===== config.mk =====
export PLATFORM = sky130hd
export DESIGN_NAME = pipeline_sequencer
export DESIGN_NICKNAME = d
export VERILOG_FILES = /design/src/rtl/pipeline_sequencer.sv
export SDC_FILE = /design/constraint.sdc
export NUM_CORES = 1
export LEC_CHECK = 0
export CAP_MARGIN = 20
export CELL_PAD_IN_SITES_DETAIL_PLACEMENT = 1
export CELL_PAD_IN_SITES_GLOBAL_PLACEMENT = 2
export CORE_MARGIN = 2
export CORE_UTILIZATION = 27
export CTS_BUF_LIST = sky130_fd_sc_hd__clkbuf_16
export CTS_CLUSTER_DIAMETER = 150
export DETAILED_ROUTE_END_ITERATION = 8
export PLACE_DENSITY_LB_ADDON = 0.1
export RECOVER_POWER = 100
export SETUP_SLACK_MARGIN = 0.4
export SYNTH_ARGS = -nofsm -noshare
export SYNTH_HDL_FRONTEND = slang
export SYNTH_SLANG_ARGS = --single-unit

===== constraint.sdc =====
create_clock -name clk -period 2.8 [get_ports clk]
set_clock_uncertainty 0.1 [all_clocks]
set_input_delay 0.42 -clock clk [delete_from_list [all_inputs] [get_ports clk]]
set_output_delay 0.42 -clock clk [all_outputs]
set_load 0.05 [all_outputs]

===== src/rtl/pipeline_sequencer.sv =====
// pipeline_sequencer
// Central occupancy/control tracker for the MIPS pipeline latches. It keeps a
// valid bit and a tag for every inter-stage slot and applies the stall-bubble,
// partial-flush and halt-drain rules in one place. It also maintains the
// retirement and performance counters.
module pipeline_sequencer #(
    parameter int NUM_STAGES  = 5,
    parameter int TAG_WIDTH   = 32,
    parameter int STALL_STAGE = 1,
    parameter int FLUSH_DEPTH = 2,
    parameter int CNT_WIDTH   = 32
) (
    input  logic                            clk,
    input  logic                            reset,
    input  logic                            i_issue_valid,
    input  logic [TAG_WIDTH-1:0]            i_issue_tag,
    output logic                            o_issue_ready,
    input  logic                            i_stall,
    input  logic                            i_flush,
    input  logic                            i_halt,
    output logic [NUM_STAGES-1:0]           o_stage_valid,
    output logic [NUM_STAGES*TAG_WIDTH-1:0] o_stage_tag,
    output logic                            o_retire_valid,
    output logic [TAG_WIDTH-1:0]            o_retire_tag,
    output logic                            o_halted,
    output logic [CNT_WIDTH-1:0]            o_cycle_count,
    output logic [CNT_WIDTH-1:0]            o_retire_count,
    output logic [CNT_WIDTH-1:0]            o_bubble_count,
    output logic [CNT_WIDTH-1:0]            o_flush_count
);

    typedef enum logic [1:0] {
        ST_RUN    = 2'd0,
        ST_DRAIN  = 2'd1,
        ST_HALTED = 2'd2
    } state_t;

    localparam logic [CNT_WIDTH-1:0] CNT_ONE = {{(CNT_WIDTH-1){1'b0}}, 1'b1};

    state_t                            state;
    state_t                            state_next;
    logic                              halted_q;

    logic [NUM_STAGES-1:0]             valid_q;
    logic [NUM_STAGES-1:0]             valid_d;
    logic [NUM_STAGES*TAG_WIDTH-1:0]   tag_q;
    logic [NUM_STAGES*TAG_WIDTH-1:0]   tag_d;

    logic [CNT_WIDTH-1:0]              cycle_q;
    logic [CNT_WIDTH-1:0]              retire_q;
    logic [CNT_WIDTH-1:0]              bubble_q;
    logic [CNT_WIDTH-1:0]              flush_q;

    logic                              active;
    logic                              issue_accept;
    logic                              pipe_empty;

    // Once halted everything is frozen, so "active" gates all slot and counter updates.
    assign active        = (state != ST_HALTED);
    assign pipe_empty    = (valid_q == '0);
    assign o_issue_ready = (state == ST_RUN) & ~i_stall & ~i_halt & ~i_flush;
    assign issue_accept  = i_issue_valid & o_issue_ready;

    // Slot next-values: default shift by one, then flush or stall overrides the low slots.
    always_comb begin
        valid_d = valid_q;
        tag_d   = tag_q;
        if (active) begin
            for (int k = NUM_STAGES - 1; k >= 1; k--) begin
                valid_d[k]                      = valid_q[k-1];
                tag_d[k*TAG_WIDTH +: TAG_WIDTH] = tag_q[(k-1)*TAG_WIDTH +: TAG_WIDTH];
            end
            if (i_flush) begin
                for (int k = 0; k < FLUSH_DEPTH; k++) begin
                    valid_d[k]                      = 1'b0;
                    tag_d[k*TAG_WIDTH +: TAG_WIDTH] = '0;
                end
            end else if (i_stall) begin
                for (int k = 0; k < STALL_STAGE; k++) begin
                    valid_d[k]                      = valid_q[k];
                    tag_d[k*TAG_WIDTH +: TAG_WIDTH] = tag_q[k*TAG_WIDTH +: TAG_WIDTH];
                end
                valid_d[STALL_STAGE]                          = 1'b0;
                tag_d[STALL_STAGE*TAG_WIDTH +: TAG_WIDTH]     = '0;
            end else begin
                valid_d[0]             = issue_accept;
                tag_d[0 +: TAG_WIDTH]  = issue_accept ? i_issue_tag : '0;
            end
        end
    end

    // Control FSM next state: a halt that coincides with a flush is wrong-path and ignored.
    always_comb begin
        state_next = state;
        unique case (state)
            ST_RUN: begin
                if (i_halt && !i_flush) begin
                    state_next = ST_DRAIN;
                end
            end
            ST_DRAIN: begin
                if (pipe_empty) begin
                    state_next = ST_HALTED;
                end
            end
            ST_HALTED: begin
                state_next = ST_HALTED;
            end
            default: begin
                state_next = ST_RUN;
            end
        endcase
    end

    // State register plus a registered copy of the halted flag.
    always_ff @(posedge clk) begin
        if (reset) begin
            state    <= ST_RUN;
            halted_q <= 1'b0;
        end else begin
            state    <= state_next;
            halted_q <= (state_next == ST_HALTED);
        end
    end

    // Slot valid/tag registers.
    always_ff @(posedge clk) begin
        if (reset) begin
            valid_q <= '0;
            tag_q   <= '0;
        end else begin
            valid_q <= valid_d;
            tag_q   <= tag_d;
        end
    end

    // Performance counters; they wrap naturally and stop once halted.
    always_ff @(posedge clk) begin
        if (reset) begin
            cycle_q  <= '0;
            retire_q <= '0;
            bubble_q <= '0;
            flush_q  <= '0;
        end else if (active) begin
            cycle_q <= cycle_q + CNT_ONE;
            if (valid_q[NUM_STAGES-1]) begin
                retire_q <= retire_q + CNT_ONE;
            end
            if (i_flush) begin
                flush_q <= flush_q + CNT_ONE;
            end else if (i_stall) begin
                bubble_q <= bubble_q + CNT_ONE;
            end
        end
    end

    assign o_stage_valid  = valid_q;
    assign o_stage_tag    = tag_q;
    assign o_retire_valid = valid_q[NUM_STAGES-1];
    assign o_retire_tag   = tag_q[(NUM_STAGES-1)*TAG_WIDTH +: TAG_WIDTH];
    assign o_halted       = halted_q;
    assign o_cycle_count  = cycle_q;
    assign o_retire_count = retire_q;
    assign o_bubble_count = bubble_q;
    assign o_flush_count  = flush_q;

endmodule

==> results.sh <==
export IMPL_coreArea_um2=43900
export IMPL_p_sw_share_pct=23.8
export IMPL_power_leakage_uw=0.00675
export IMPL_met3_usage_pct=7.56
export IMPL_r2r_start="state[1]"
export IMPL_hold_path_class="in2reg"
export IMPL_track_usage_pct=18.0
export IMPL_syn2layout_area_growth_pct=40.9
export IMPL_clock_sinks=296
export IMPL_drt_iter0_drc=446
export IMPL_antenna_found_initial=6
export IMPL_path_class="reg2out"
export IMPL_drive_gt1_share_pct=4.80
export IMPL_dieArea_um2=45900
export IMPL_wl_per_cell_um=17.9
export IMPL_met1_usage_pct=22.3
export IMPL_setup_viol=0
export IMPL_die_y_um=214
export IMPL_syn_avg_cell_area_um2=8.40
export IMPL_required_ns=2.28
export IMPL_tightestPinTransition_ns=1.02
export IMPL_grt_overflow_total=0
export IMPL_num_rows=77
export IMPL_final_area_um2=16800
export IMPL_viasPerCell=4.67
export IMPL_first_pass_iters=4
export IMPL_synth_fp_nets=1464
export IMPL_root_buffer="clkbuf_16"
export IMPL_end_kind="output pin"
export IMPL_gr_usage_met2_pct=28.8
export IMPL_period_minus_slack_ns=2.42
export IMPL_regArea_um2=5930
export IMPL_yosys_warnings=0
export IMPL_wirelength_um=42000
export IMPL_intPower_uw=6830
export IMPL_fmax_mhz=414
export IMPL_cts_made_buffers=37
export IMPL_crit_fanout=5
export IMPL_synthDistinctLibCells=43
export IMPL_tns_ns=0
export IMPL_cts_buffer_depth=3
export IMPL_gp_congestion=0.750
export IMPL_initial_core_util_pct=27.2
export IMPL_grt_pass1_wl_um=66200
export IMPL_drv_cap=0
export IMPL_grt_max_degree=91
export IMPL_fin_nets=1773
export IMPL_drc=0
export IMPL_synthesis_area_um2=11900
export IMPL_switchingPower_uw=2140
export IMPL_post_dp_cell_area_um2=16000
export IMPL_syn_inst=1422
export IMPL_reg2reg_slack_ns=0.40
export IMPL_seq_area_frac_synth_pct=49.6
export IMPL_r2r_end="o_stage_tag[29]"
export IMPL_cp_startpoint="state[1]"
export IMPL_combPwrFrac_pct=4.6
export IMPL_r2r_cells=6
export IMPL_crit_arrival_ns=1.90
export IMPL_port_buffers=365
export IMPL_seqPwrFrac_pct=47.5
export IMPL_ys_seq_elements=296
export IMPL_clkPwrFrac_pct=47.9
export IMPL_hpwl_um=28600
export IMPL_cp_endpoint="o_issue_ready"
export IMPL_path_clk_slew_ns=0.06
export IMPL_htree_levels=2
export IMPL_status="finished clean"
export IMPL_rsz0062_at_grt="false"
export IMPL_final_max_slew_viol_count=0
export IMPL_peakVddDrop_v=0.000392
export IMPL_hold_viol_final=0
export IMPL_num_vias=10900
export IMPL_worstSkewPairLatency_ns=0.54
export IMPL_max_slew_margin_pct=32.2
export IMPL_ant_nets=0
export IMPL_ios=366
export IMPL_start_kind="flop"
export IMPL_die_width_um=214
export IMPL_multi_input_area_um2=5330
export IMPL_cts_setup_buffers=0
export IMPL_first_global_vias=11100
export IMPL_top_usage_layer="met2"
export IMPL_fin_crit_sh_pct=86.3
export IMPL_cts_tree="built"
export IMPL_power_density_nw_per_um2=533
export IMPL_num_fill_cells=5166
kinds of logic after synthesis:
| family | share of synthesized area (%) |
|---|---|
| compound gates | 9.13 |
| buf+inv | 5.62 |
| mux | 0.566 |
| xor+xnor | 7.70 |
| fa+ha+maj | 0.419 |
| simple gates | 26.9 |
| flops | 49.6 |
what timing repair did:
action / 4_1_cts / 5_1_grt
setup endpoints to repair: 22 / 18
hold buffers: 0 / 0
endpoints found under the hold margin: 0 / 0
resized for setup: 22 / 18
power groups by stage:
stage	logic, uW	registers (uW)	clock network, uW
after detailed placement	450	4350	0
after CTS	445	4260	4480
final	415	4260	4290
after global placement	451	4350	0
after floorplan	192	4410	0
after global routing	456	4260	4660
registers in the layout, summed over array words and instances, names as in the netlist:
name,cells
o_bubble_count,32
o_cycle_count,32
o_flush_count,32
o_halted,1
o_retire_count,32
o_stage_tag,160
o_stage_valid,5
state,2
stage by stage:
step           util (%)  cells  hold slack [ns]  power, uW  worst slack, ns
6_report           38.3   2344            0.256       8960            0.383
5_1_grt            38.3   2344            0.269       9370            0.230
4_1_cts            38.8   2343            0.242       9190            0.401
3_5_place_dp       36.5   2284            0.361       4800            0.465
3_3_place_gp       36.5   2284            0.355       4800            0.497
2_1_floorplan         -   1422            0.350       4600            0.404
worst min-delay path by stage:
| stage | cells past startpoint | endpoint | startpoint | slack, ns |
|---|---|---|---|---|
| 2_1_floorplan | 1 | state[0] | state[1] | 0.35 |
| 3_3_place_gp | 2 | o_stage_tag[128] | o_stage_tag[128] | 0.36 |
| 3_5_place_dp | 2 | o_stage_tag[89] | o_stage_tag[89] | 0.36 |
| 4_1_cts | 2 | o_cycle_count[12] | reset | 0.24 |
| 5_1_grt | 2 | o_cycle_count[24] | reset | 0.27 |
| 6_report | 2 | o_cycle_count[12] | reset | 0.26 |
layer usage:
layer / wire length [um] / vias to the layer above
li1: - / 5340
met5: 69 / -
met4: 636 / 10
met3: 3700 / 47
met2: 19600 / 237
met1: 18100 / 5302
cells in the final DEF, fill, tap and decap left out, types with 28 or more instances in the layout:
| cell | count |
|---|---|
| a21oi_1 | 152 |
| clkbuf_16 | 39 |
| xor2_1 | 77 |
| dfxtp_1 | 293 |
| nand3_1 | 48 |
| dlygate4sd3_1 | 287 |
| clkdlybuf4s50_1 | 35 |
| a22oi_1 | 33 |
| nand2_1 | 263 |
| xnor2_1 | 28 |
| nand4_1 | 44 |
| nor2_1 | 193 |
| nor3b_1 | 33 |
area by class of cell:
class | instances | share of cell area, %
diodes | 1 | 0.0149
clock buffers | 39 | 5.80
well taps | 592 | 4.40
inverters | 11 | 0.245
clock inverters | 20 | 0.491
repair buffers | 392 | 22.1
flip-flops and latches | 296 | 35.2
multi-input cells | 993 | 31.7
worst max-delay path, stage by stage, from the launching register on:
cell and delay (ns):
dfxtp_1 0.36, or4_1 0.57, nor2_4 0.11, clkbuf_2 0.33
cell usage after synthesis (all sizes together):
cell type	n	area, um^2
dfxtp	296	5930
nand2	263	987
nor2	195	737
a21oi	152	761
xor2	77	674
buf	69	430
clkbuf	53	199
nand3	48	240
nand4	45	288
a22oi	33	248
nor3b	33	248
xnor2	28	245
and3	17	106
nor3	17	100
and4	12	106
inv	11	41.3
or3	11	68.8
o21ai	10	50.1
nor4	9	83.8
nand4b	8	70.1
mux2	6	67.6
nor2b	6	37.5
and2	4	25.0
ha	4	50.1
nand2b	4	32.5
or4	4	33.8
a21o	2	15.0
nor4b	2	38.8
a31o	1	8.76
and4bb	1	12.5
o31ai	1	7.51
(Power assumes the default switching activity.)
